==> src/rtl/vga_pkg.sv <==
// rtl/vga_pkg.sv - shared VGA constants, slot encodings and helpers
package vga_pkg;

  // Four-phase RAM slot schedule; even slots prefer the scan-out path
  typedef enum logic [1:0] {
    SLOT_VGA0 = 2'd0,
    SLOT_CPU1 = 2'd1,
    SLOT_VGA2 = 2'd2,
    SLOT_CPU3 = 2'd3
  } slot_e;

  localparam int FB_WORDS_640x480 = 153600;
  localparam int PIX_W            = 8;
  localparam int WORD_W           = 16;

  // 640x480@60 timing, shared with the timing generator
  localparam int H_VISIBLE = 640;
  localparam int H_FRONT   = 16;
  localparam int H_SYNC    = 96;
  localparam int H_BACK    = 48;
  localparam int V_VISIBLE = 480;
  localparam int V_FRONT   = 10;
  localparam int V_SYNC    = 2;
  localparam int V_BACK    = 33;

  function automatic logic is_vga_slot(input slot_e s);
    return (s == SLOT_VGA0) || (s == SLOT_VGA2);
  endfunction

endpackage

==> src/rtl/vga_pix_fifo.sv <==
// rtl/vga_pix_fifo.sv - prefetch FIFO holding fetched framebuffer words
module vga_pix_fifo
  import vga_pkg::*;
#(
  parameter int DEPTH = 4,
  parameter int CW    = $clog2(DEPTH) + 1
) (
  input  logic              Clk50,
  input  logic              Reset,
  input  logic              push,
  input  logic [WORD_W-1:0] push_data,
  input  logic              pop,
  input  logic              flush,
  output logic [WORD_W-1:0] head,
  output logic [CW-1:0]     count,
  output logic              empty
);

  localparam int AW = $clog2(DEPTH);

  logic [WORD_W-1:0] mem [DEPTH];
  logic [AW-1:0]     wr_ptr;
  logic [AW-1:0]     rd_ptr;

  // Data array write; contents need no reset since count gates visibility
  always_ff @(posedge Clk50) begin
    if (push && !flush) mem[wr_ptr] <= push_data;
  end

  // Pointers and occupancy; flush empties the queue and wins over push/pop
  always_ff @(posedge Clk50) begin
    if (Reset || flush) begin
      wr_ptr <= '0;
      rd_ptr <= '0;
      count  <= '0;
    end else begin
      if (push) wr_ptr <= wr_ptr + 1'b1;
      if (pop)  rd_ptr <= rd_ptr + 1'b1;
      case ({push, pop})
        2'b10:   count <= count + 1'b1;
        2'b01:   count <= count - 1'b1;
        default: ;
      endcase
    end
  end

  assign head  = mem[rd_ptr];
  assign empty = (count == '0);

endmodule

==> src/rtl/vga_fb_arbiter.sv <==
// rtl/vga_fb_arbiter.sv - framebuffer RAM arbiter between VGA scan-out and CPU
module vga_fb_arbiter
  import vga_pkg::*;
#(
  parameter int               ADDR_W      = 18,
  parameter logic [ADDR_W-1:0] FB_BASE    = '0,
  parameter int               FB_WORDS    = FB_WORDS_640x480,
  parameter int               FIFO_DEPTH  = 4,
  parameter logic [7:0]       UFLOW_COLOR = 8'hE0
) (
  input  logic              Clk50,
  input  logic              Reset,
  input  logic              PClk,
  input  logic              Active,
  input  logic              VSync,
  output logic [7:0]        Pixel,
  output logic              Underrun,
  input  logic              CpuReq,
  input  logic              CpuWe,
  input  logic [ADDR_W-1:0] CpuAddr,
  input  logic [15:0]       CpuWData,
  output logic              CpuAck,
  output logic [15:0]       CpuRData,
  output logic [ADDR_W-1:0] MemAddr,
  output logic              MemWe,
  output logic [15:0]       MemWData,
  input  logic [15:0]       MemRData
);

  localparam int              CW        = $clog2(FIFO_DEPTH) + 1;
  localparam logic [CW:0]     DEPTH_LVL = (CW+1)'(FIFO_DEPTH);
  localparam logic [ADDR_W:0] WORDS_LIM = (ADDR_W+1)'(FB_WORDS);

  slot_e             slot;
  logic [ADDR_W-1:0] fetch_ptr;
  logic [ADDR_W-1:0] addr_q;
  logic [ADDR_W:0]   word_cnt;
  logic              rd_vga_q;
  logic              cpu_rd_q;
  logic              byte_sel;
  logic [CW-1:0]     fifo_count;
  logic              fifo_empty;
  logic [15:0]       fifo_head;
  logic [CW:0]       level;
  logic              vga_want;
  logic              vga_issue;
  logic              cpu_grant;
  logic              consume;
  logic              push;
  logic              pop;

  // Words buffered plus the one possibly in flight must fit the FIFO
  assign level     = {1'b0, fifo_count} + {{CW{1'b0}}, rd_vga_q};
  assign vga_want  = VSync && (level < DEPTH_LVL) && (word_cnt < WORDS_LIM);
  assign vga_issue = !Reset && is_vga_slot(slot) && vga_want;
  // Ack cycle blocks a re-grant so a still-held request is served once
  assign cpu_grant = !Reset && CpuReq && !CpuAck && !vga_issue;
  assign consume   = PClk && Active && VSync;
  // A return landing during VSync low belongs to the previous frame
  assign push      = rd_vga_q && VSync;
  assign pop       = consume && byte_sel && !fifo_empty;

  // RAM port mux: VGA fetch, CPU grant, or hold the last address idle
  always_comb begin
    MemAddr  = addr_q;
    MemWe    = 1'b0;
    MemWData = '0;
    if (vga_issue) begin
      MemAddr = fetch_ptr;
    end else if (cpu_grant) begin
      MemAddr  = CpuAddr;
      MemWe    = CpuWe;
      MemWData = CpuWData;
    end
  end

  assign CpuRData = (CpuAck && cpu_rd_q) ? MemRData : '0;

  // Slot counter, held address and one-cycle tags for reads in flight
  always_ff @(posedge Clk50) begin
    if (Reset) begin
      slot     <= SLOT_VGA0;
      addr_q   <= '0;
      rd_vga_q <= 1'b0;
      CpuAck   <= 1'b0;
      cpu_rd_q <= 1'b0;
    end else begin
      slot     <= slot_e'(slot + 2'd1);
      addr_q   <= MemAddr;
      rd_vga_q <= vga_issue;
      CpuAck   <= cpu_grant;
      cpu_rd_q <= cpu_grant && !CpuWe;
    end
  end

  // Fetch pointer and word count; rewound for every frame while VSync is low
  always_ff @(posedge Clk50) begin
    if (Reset || !VSync) begin
      fetch_ptr <= FB_BASE;
      word_cnt  <= '0;
    end else if (vga_issue) begin
      fetch_ptr <= fetch_ptr + 1'b1;
      word_cnt  <= word_cnt + 1'b1;
    end
  end

  // Pixel serialiser: low byte then high byte of the FIFO head
  always_ff @(posedge Clk50) begin
    if (Reset) begin
      Pixel    <= '0;
      byte_sel <= 1'b0;
      Underrun <= 1'b0;
    end else begin
      if (PClk) begin
        Pixel <= !consume   ? 8'h00 :
                 fifo_empty ? UFLOW_COLOR :
                 byte_sel   ? fifo_head[15:8] : fifo_head[7:0];
      end
      if (!VSync) begin
        byte_sel <= 1'b0;
        Underrun <= 1'b0;
      end else if (consume) begin
        byte_sel <= ~byte_sel;
        if (fifo_empty) Underrun <= 1'b1;
      end
    end
  end

  vga_pix_fifo #(
    .DEPTH (FIFO_DEPTH),
    .CW    (CW)
  ) u_fifo (
    .Clk50     (Clk50),
    .Reset     (Reset),
    .push      (push),
    .push_data (MemRData),
    .pop       (pop),
    .flush     (!VSync),
    .head      (fifo_head),
    .count     (fifo_count),
    .empty     (fifo_empty)
  );

endmodule
==> config.mk <==
export PLATFORM = sky130hd
export DESIGN_NAME = vga_fb_arbiter
export DESIGN_NICKNAME = d
export VERILOG_FILES = /design/src/rtl/vga_pkg.sv /design/src/rtl/vga_pix_fifo.sv /design/src/rtl/vga_fb_arbiter.sv
export SDC_FILE = /design/constraint.sdc
export NUM_CORES = 1
export LEC_CHECK = 0
export BUFFER_PORTS_ARGS = -buffer_cell sky130_fd_sc_hd__buf_2
export CORE_AREA = 2 2 111 113
export DETAILED_ROUTE_END_ITERATION = 8
export DIE_AREA = 0 0 113 115
export PLACE_DENSITY = 0.87
export SLEW_MARGIN = 20
export SYNTH_ARGS = -nofsm -noshare
export SYNTH_HDL_FRONTEND = slang
export SYNTH_SLANG_ARGS = --single-unit
==> constraint.sdc <==
create_clock -name Clk50 -period 3.3 [get_ports Clk50]
set_input_delay 0.495 -clock Clk50 [delete_from_list [all_inputs] [get_ports Clk50]]
set_output_delay 0.495 -clock Clk50 [all_outputs]
set_load 0.02 [all_outputs]
==> impl_results.md, run 1 <==
- Status: complete, but fails checks
- Failing checks: design-rule violations
- Worst slew pin tran: 0.9343 ns
- Mux cell area share after synthesis: 11.29%
- RSZ-0062 raised after global routing: no
- Min cycle time layout: 2.860 ns
- Area occupied by multi-input gates: 2781 um2
- Number of top-level pins: 118
- Initial antenna violation count: 0
- Vias in the first global route: 5153
- Vias: 5178
- Hold Path Class: in2reg
- CP Capture Type: output pin
- Nets: 741
- Setup-failing EPs final: 0
- Yosys cell types: 45
- Antenna Nets Post-Route: 0
- Grt ovf: 0
- R2r startpoint: word_cnt[12]$_SDFFE_PP0P_
- Chip height: 115 um
- Simple-Gate Fraction of Synth Area: 18.47%
- Cell area after placement: 7178 um2
- TritonCTS Buffers: 17
- Max-slew headroom: 37.72%
- Setup total negative slack: 0 ns
- Final Slew Violations: 0
- Post-synth top flop: dfxtp_1
- Crit-path max FO: 25
- Crit path kind: reg2out
- Main combinational cell family by area after synthesis: simple AND/OR/NAND/NOR gates
- Area fraction in compound gates after synthesis: 10.02%
- Starting Density: 55.07%
- Flop-to-flop setup slack: 0.95 ns
- Critical Path Start Type: flip-flop
- Final WL: 15940 um
- YS warnings: 0
- Synth Area in XOR/XNOR: 0.8078%
- Post-Syn Area: 6505 um2
- Design Area, Final: 7731 um2
- Dpl cells: 802
- Fillcell total: 818
- DRT Pass-1 Iters: 7
- VDD IR max: 0.0003224 V
- Worst Path Required: 2.80 ns
- Syn nets: 640
- Clk Tree Root Cell: clkbuf_16
- Share of layout cells above drive strength 1: 27.37%
- Port bufs: 117
- Hold endpoint: cpu_rd_q$_SDFF_PP0_
- Syn_area_per_cell: 11.35 um2
- Crit path launch: word_cnt[15]$_SDFFE_PP0P_
- Total Routing Usage GR: 25.47%
- Layout area overhead: 18.85%
- Resized cells post-CTS: 0
- Worst reg-to-reg path cell count: 5
- Worst Hold Launch: CpuWe
- Adder-cell share of the synthesized area: 2.039%
- Fmax: 349.7 MHz
- Count of final hold-check violations: 0
- Site Rows: 40
- Synth Register Bits: 143
- Clock Skew: 0.01049 ns
- Clock latency on the worst-skew pair: 0.43 ns
- Via density: 6.209
- Iter 0 DRT Violations: 556
- Post-DP HPWL: 10570 um
- Core ar.: 11810 um2
- Post-synth EDFFs: 64
- Ys async rst share: 0%
- Final std cells w/o fill: 834
- First-pass GRT wire length: 25780 um
- Die X-Extent: 113 um
- Final worst-path cycle share: 86.66%
- FF-to-FF End: word_cnt[11]$_SDFFE_PP0P_
- Crit path arrival time: 2.36 ns
- Hold Path Depth: 2
- Leakage: 2.971 nW
- Power Density: 522.7 nW/um2
- Max Buffers Root-to-Sink: 2
- H-tree Lvls: 4
- ANT cells: 0
- Drt drc: 2
- Final Wtd Congestion: 0.8290
- Reg clk slew, reported paths: 0.06 ns
- Post-CTS setup buffer count: 0
- Max_cap viols: 0
- Register Area: 3503 um2
- CTS tree: built
- Sequential share of the synthesized area: 53.86%
- Routed len/inst: 19.11 um
- Post-Synthesis Cells: 573
- Clk sink count: 143
- Die Footprint: 13000 um2
- Hold-fix buffers, CTS: 0
- Largest net degree at the start of global routing: 58
-- cells in the mapped netlist (all sizes together), types with 16 or more instances --
library cell	count	share of area [%]
or4	17	2.0
o31ai	16	1.8
edfxtp	64	30
nand2	31	1.8
a21oi	46	3.5
clkbuf	32	1.8
mux4	16	5.5
a211oi	18	2.1
nor3	20	1.5
mux2i	34	5.2
nand2b	22	2.1
and3	42	4.0
dfxtp	79	24
-- worst max path at each step --
| stage | endpoint | cells past startpoint |
|---|---|---|
| after detailed placement | u_fifo.count[2]$_SDFFE_PP0P_ | 9 |
| after CTS | MemAddr[7] | 5 |
| after floorplan | u_fifo.count[2]$_SDFFE_PP0P_ | 11 |
| after global placement | u_fifo.count[2]$_SDFFE_PP0P_ | 9 |
| final | MemAddr[7] | 5 |
| after global routing | MemAddr[9] | 5 |
-- cells by family (layout without fill, tap and decap cells) --
group / after synthesis / count (layout)
compound gates: 103 / 103
simple gates: 202 / 202
mux: 53 / 53
buf+inv: 56 / 170
xor+xnor: 6 / 6
flops: 143 / 143
fa+ha+maj: 10 / 10
-- placed cells by master (no fill, tap or decap), types with 11 or more instances in the layout --
cell type,count
or4_1,16
nand4_1,14
dfxtp_1,79
mux4_2,16
clkbuf_16,17
nand2b_1,22
nor2_1,11
nand3_1,14
a211oi_1,18
nor3_1,20
buf_2,117
buf_4,12
mux2i_1,34
and3_1,42
o31ai_1,16
a21oi_1,46
edfxtp_1,64
nand2_1,31
-- through the flow --
step | total power [mW] | setup slack, ns | hold WS (ns) | utilization [%]
finish | 4.041 | 0.4403 | 0.2455 | 65.46
global route | 4.160 | 0.2874 | 0.2552 | 65.46
CTS | 4.048 | 0.4519 | 0.2396 | 65.46
detailed placement | 2.277 | 0.5755 | 0.4149 | 60.77
global placement | 2.261 | 0.7479 | 0.4034 | 60.77
floorplan | 2.145 | 0.6259 | 0.3925 | -
-- per-layer routing --
metal	track usage (%)	part of all wire [%]
met4	11.14	2.7
met5	0	0
met2	43.55	51
met1	31.40	41
met3	5.482	5.6
-- layout make-up --
class                      instances  share of cell area [%]
inverter                           9                  0.4370
sequential                       143                   45.31
clock inverter                    15                   1.651
multi-input combinational        374                   35.98
tap                              147                   2.379
clock buffer                      17                   5.503
timing repair buffer             129                   8.739
-- state kept, by name (all words and copies together), names as in the netlist, named ones only --
name / flops
u_fifo.mem: 64
word_cnt: 19
addr_q: 18
fetch_ptr: 18
Pixel: 8
u_fifo.count: 3
slot: 2
u_fifo.rd_ptr: 2
u_fifo.wr_ptr: 2
CpuAck: 1
Underrun: 1
byte_sel: 1
cpu_rd_q: 1
rd_vga_q: 1
-- critical path, cell delays in order (launching register included) --
cell      delay, ns
dfxtp_1        0.37
o311ai_1       0.72
nand2_1        0.20
buf_4          0.28
a21oi_1        0.18
buf_2          0.19
-- power breakdown --
group          internal [mW]  switching [mW]
registers               1.88          0.0195
clock network          0.985           0.812
logic                  0.125           0.216
total                   2.99            1.05
(Power assumes the default switching activity.)
==> run 2: changes to the inputs <==
--- a/config.mk
+++ b/config.mk
@@ -5,10 +5,11 @@
 export SDC_FILE = /design/constraint.sdc
 export NUM_CORES = 1
 export LEC_CHECK = 0
+export ABC_AREA = 1
 export BUFFER_PORTS_ARGS = -buffer_cell sky130_fd_sc_hd__buf_2
-export CORE_AREA = 2 2 111 113
+export CORE_AREA = 2 2 113 115
 export DETAILED_ROUTE_END_ITERATION = 8
-export DIE_AREA = 0 0 113 115
+export DIE_AREA = 0 0 115 117
 export PLACE_DENSITY = 0.87
 export SLEW_MARGIN = 20
 export SYNTH_ARGS = -nofsm -noshare
==> run 2 against run 1 <==
- the run now ends clean
- die area rose by 3.5%
- critical path depth rose by 5
- maximum frequency fell by 5.4%
- combinational power fell by 2%
- total power rose by 4.9%
- routed wire length rose by 6.8%
- utilization barely moved
- clock power rose by 11%
- cell area rose by 4.2%
- clock skew fell by 0.00093 ns
==> impl_results.md, run 2 <==
- YS warnings: 0 (unchanged)
- Core Util, Final: 65.42% (was 65.46%)
- VDD IR max: 0.0002391 V (was 0.0003224 V)
- Int Power: 3.256 mW (was 2.994 mW)
- Syn_area_per_cell: 7.948 um2 (was 11.35 um2)
- Cell with the most instances after synthesis: nand2_1 (was dfxtp_1)
- Die Footprint: 13460 um2 (was 13000 um2)
- Area share of the largest cell type after synthesis: 28.51% (was 29.54%)
- Post-DP HPWL: 10990 um (was 10570 um)
- Post-Syn Area: 6740 um2 (was 6505 um2)
- Worst slew pin tran: 0.9308 ns (was 0.9343 ns)
- RSZ-0062 raised after global routing: no (unchanged)
- Synth Register Bits: 143 (unchanged)
- Post-CTS setup buffer count: 0 (unchanged)
- Most frequent cells in the layout: nand2_1 (209), nor2_1 (135), buf_2 (117) (was buf_2 (117), dfxtp_1 (79), edfxtp_1 (64))
- Nets: 1032 (was 741)
- Clk sink count: 143 (unchanged)
- Count of final hold-check violations: 0 (unchanged)
- Core ar.: 12310 um2 (was 11810 um2)
- Die X-Extent: 115 um (was 113 um)
- Crit-path cells: inv_1 -> ha_1 -> o211ai_2 -> nor2_2 -> nand2_2 -> buf_4 -> o21ai_0 -> o21ai_0 -> inv_1 -> buf_2 (was o311ai_1 -> nand2_1 -> buf_4 -> a21oi_1 -> buf_2)
- Iter 0 DRT Violations: 617 (was 556)
- Max incr delay on CP: 0.35 ns (was 0.72 ns)
- Crit-path max FO: 30 (was 25)
- Ys async rst share: 0% (unchanged)
- Yosys cell types: 30 (was 45)
- DRT Pass-1 Iters: 5 (was 7)
- Grt ovf: 0 (unchanged)
- Layout area overhead: 19.49% (was 18.85%)
- Top flop regs: u_fifo.mem: 64 flops, word_cnt: 19 flops (unchanged)
- First-pass GRT wire length: 26670 um (was 25780 um)
- WP buf/inv: 4 (was 2)
- ANT cells: 0 (unchanged)
- Number of top-level pins: 118 (unchanged)
- Psw: 0.9811 mW (was 1.047 mW)
- Via density: 5.328 (was 6.209)
- Clock power share: 47.3% (was 44.5%)
- Crit-path slowest cell: dfxtp_1 (was o311ai_1)
- Share of layout cells above drive strength 1: 19.43% (was 27.37%)
- Power share of the combinational group: 7.9% (was 8.4%)
- Most common cell after layout, fill and taps aside: nand2_1 (was buf_2)
- Switching share of power: 23.16% (was 25.91%)
- Initial antenna violation count: 0 (unchanged)
- Post-synth EDFFs: 64 (unchanged)
- Clk Tree Root Cell: clkbuf_16 (unchanged)
- Sequential share of the synthesized area: 51.98% (was 53.86%)
- Vias: 6010 (was 5178)
- Max_cap viols: 0 (unchanged)
- Max-slew headroom: 37.88% (was 37.72%)
- TritonCTS Buffers: 17 (unchanged)
- Hold-fix buffers, CTS: 0 (unchanged)
- Routed len/inst: 15.09 um (was 19.11 um)
- Final worst-path cycle share: 91.59% (was 86.66%)
- Hold Path Class: in2reg (unchanged)
- CTS tree: built (unchanged)
- Synth area leaders: edfxtp_1 (29%), dfxtp_1 (23%), nand2_1 (12%), nor2_1 (7.5%), inv_1 (5.6%) (was edfxtp_1 (30%), dfxtp_1 (24%), mux4_2 (5.5%), mux2i_1 (5.2%), and3_1 (4.0%))
- Largest net degree at the start of global routing: 38 (was 58)
- Drt drc: 0 (was 2)
- Setup-failing EPs final: 0 (unchanged)
- Status: finished clean (was complete, but fails checks)
- CP Capture Type: output pin (unchanged)
- Worst Path Required: 2.80 ns (about the same)
- Resized cells post-CTS: 0 (unchanged)
- Clock latency on the worst-skew pair: 0.42 ns (was 0.43 ns)
- Post-synth top flop: dfxtp_1 (unchanged)
- Chip height: 117 um (was 115 um)
- Biggest register: u_fifo.mem (unchanged)
- Starting Density: 54.75% (was 55.07%)
- Max Buffers Root-to-Sink: 2 (unchanged)
- Fmax: 330.9 MHz (was 349.7 MHz)
- Final WL: 17020 um (was 15940 um)
- Crit path arrival time: 2.53 ns (was 2.36 ns)
- Antenna Nets Post-Route: 0 (unchanged)
- Vias in the first global route: 5668 (was 5153)
- Min cycle time layout: 3.022 ns (was 2.860 ns)
- Critical Path Start Type: flip-flop (unchanged)
- Port bufs: 117 (unchanged)
- Power Density: 526.1 nW/um2 (was 522.7 nW/um2)
- Reg clk slew, reported paths: 0.06 ns (about the same)
- Leakage: 3.476 nW (was 2.971 nW)
- Crit path kind: reg2out (unchanged)
- H-tree Lvls: 4 (unchanged)
- Final Wtd Congestion: 0.8768 (was 0.8290)
- Max reg flops: 64 (unchanged)
- Total Routing Usage GR: 25.47% (about the same)
- Delay-heaviest family, CP: buffers and inverters (was compound AO/OA/AOI/OAI gates)
- Site Rows: 41 (was 40)
- Syn nets: 915 (was 640)
- Setup total negative slack: 0 ns (unchanged)
- Clock Skew: 0.009556 ns (was 0.01049 ns)
- Area leader, netlist: edfxtp_1 (unchanged)
- Final Slew Violations: 0 (unchanged)
- Post-Synthesis Cells: 848 (was 573)
- Reg power frac: 44.8% (was 47.1%)
- Post-synth top cells: nand2_1 (209), nor2_1 (135), inv_1 (100) (was dfxtp_1 (79), edfxtp_1 (64), a21oi_1 (46))
-- run 2: path summary, 6_finish.rpt --
check / cells past startpoint / end / slack (ns) / from
min: 2 / cpu_rd_q$_SDFF_PP0_ / 0.24 / CpuWe
max reg2reg: 8 / Pixel[2]$_SDFFE_PP0P_ / 1.13 / flip-flop
min reg2reg: 1 / slot[0]$_SDFF_PP0_ / 0.46 / slot[0]$_SDFF_PP0_
max: 10 / MemAddr[4] / 0.28 / slot[0]$_SDFF_PP0_
-- run 2: cells by family after synthesis --
group / synth area share (%)
simple gates: 25.78
flops: 51.98
buf+inv: 8.112
compound gates: 9.430
xor+xnor: 2.729
fa+ha+maj: 1.968
-- run 2: final cells by class --
class                      count  area [um2]
tap                          150       187.7
multi-input combinational    572        2690
fill                         936        4258
sequential                   143        3503
clock inverter                14       188.9
inverter                     103       386.6
clock buffer                  18       429.2
timing repair buffer         128       668.1
-- run 2: metrics by stage --
| stage | instance area, um2 | worst slack [ns] | std cells | hold slack (ns) | total power, mW |
|---|---|---|---|---|---|
| 6_report | 8054 | 0.2777 | 1128 | 0.2389 | 4.237 |
| 5_1_grt | 8054 | 0.1250 | 1128 | 0.2345 | 4.359 |
| 4_1_cts | 8054 | 0.2917 | 1128 | 0.2312 | 4.242 |
| 3_5_place_dp | 7436 | 0.5709 | 1096 | 0.4237 | 2.264 |
| 3_3_place_gp | 7436 | 0.5477 | 1096 | 0.4122 | 2.259 |
| 2_1_floorplan | 6740 | 1.201 | 848 | 0.3925 | 2.148 |
-- run 2: layer usage --
metal  wire, um  global-route usage, %
met1       6921                  29.77
met3        952                  4.995
met5          0                      0
met4        522                  14.06
met2       8621                  44.31
-- run 2: power by group through the flow --
| stage | Clock (mW) | Combinational [mW] | Sequential [mW] |
|---|---|---|---|
| floorplan | 0 | 0.212 | 1.94 |
| global placement | 0 | 0.324 | 1.93 |
| detailed placement | 0 | 0.329 | 1.94 |
| CTS | 2.01 | 0.333 | 1.90 |
| global route | 2.09 | 0.372 | 1.90 |
| finish | 2.00 | 0.335 | 1.90 |
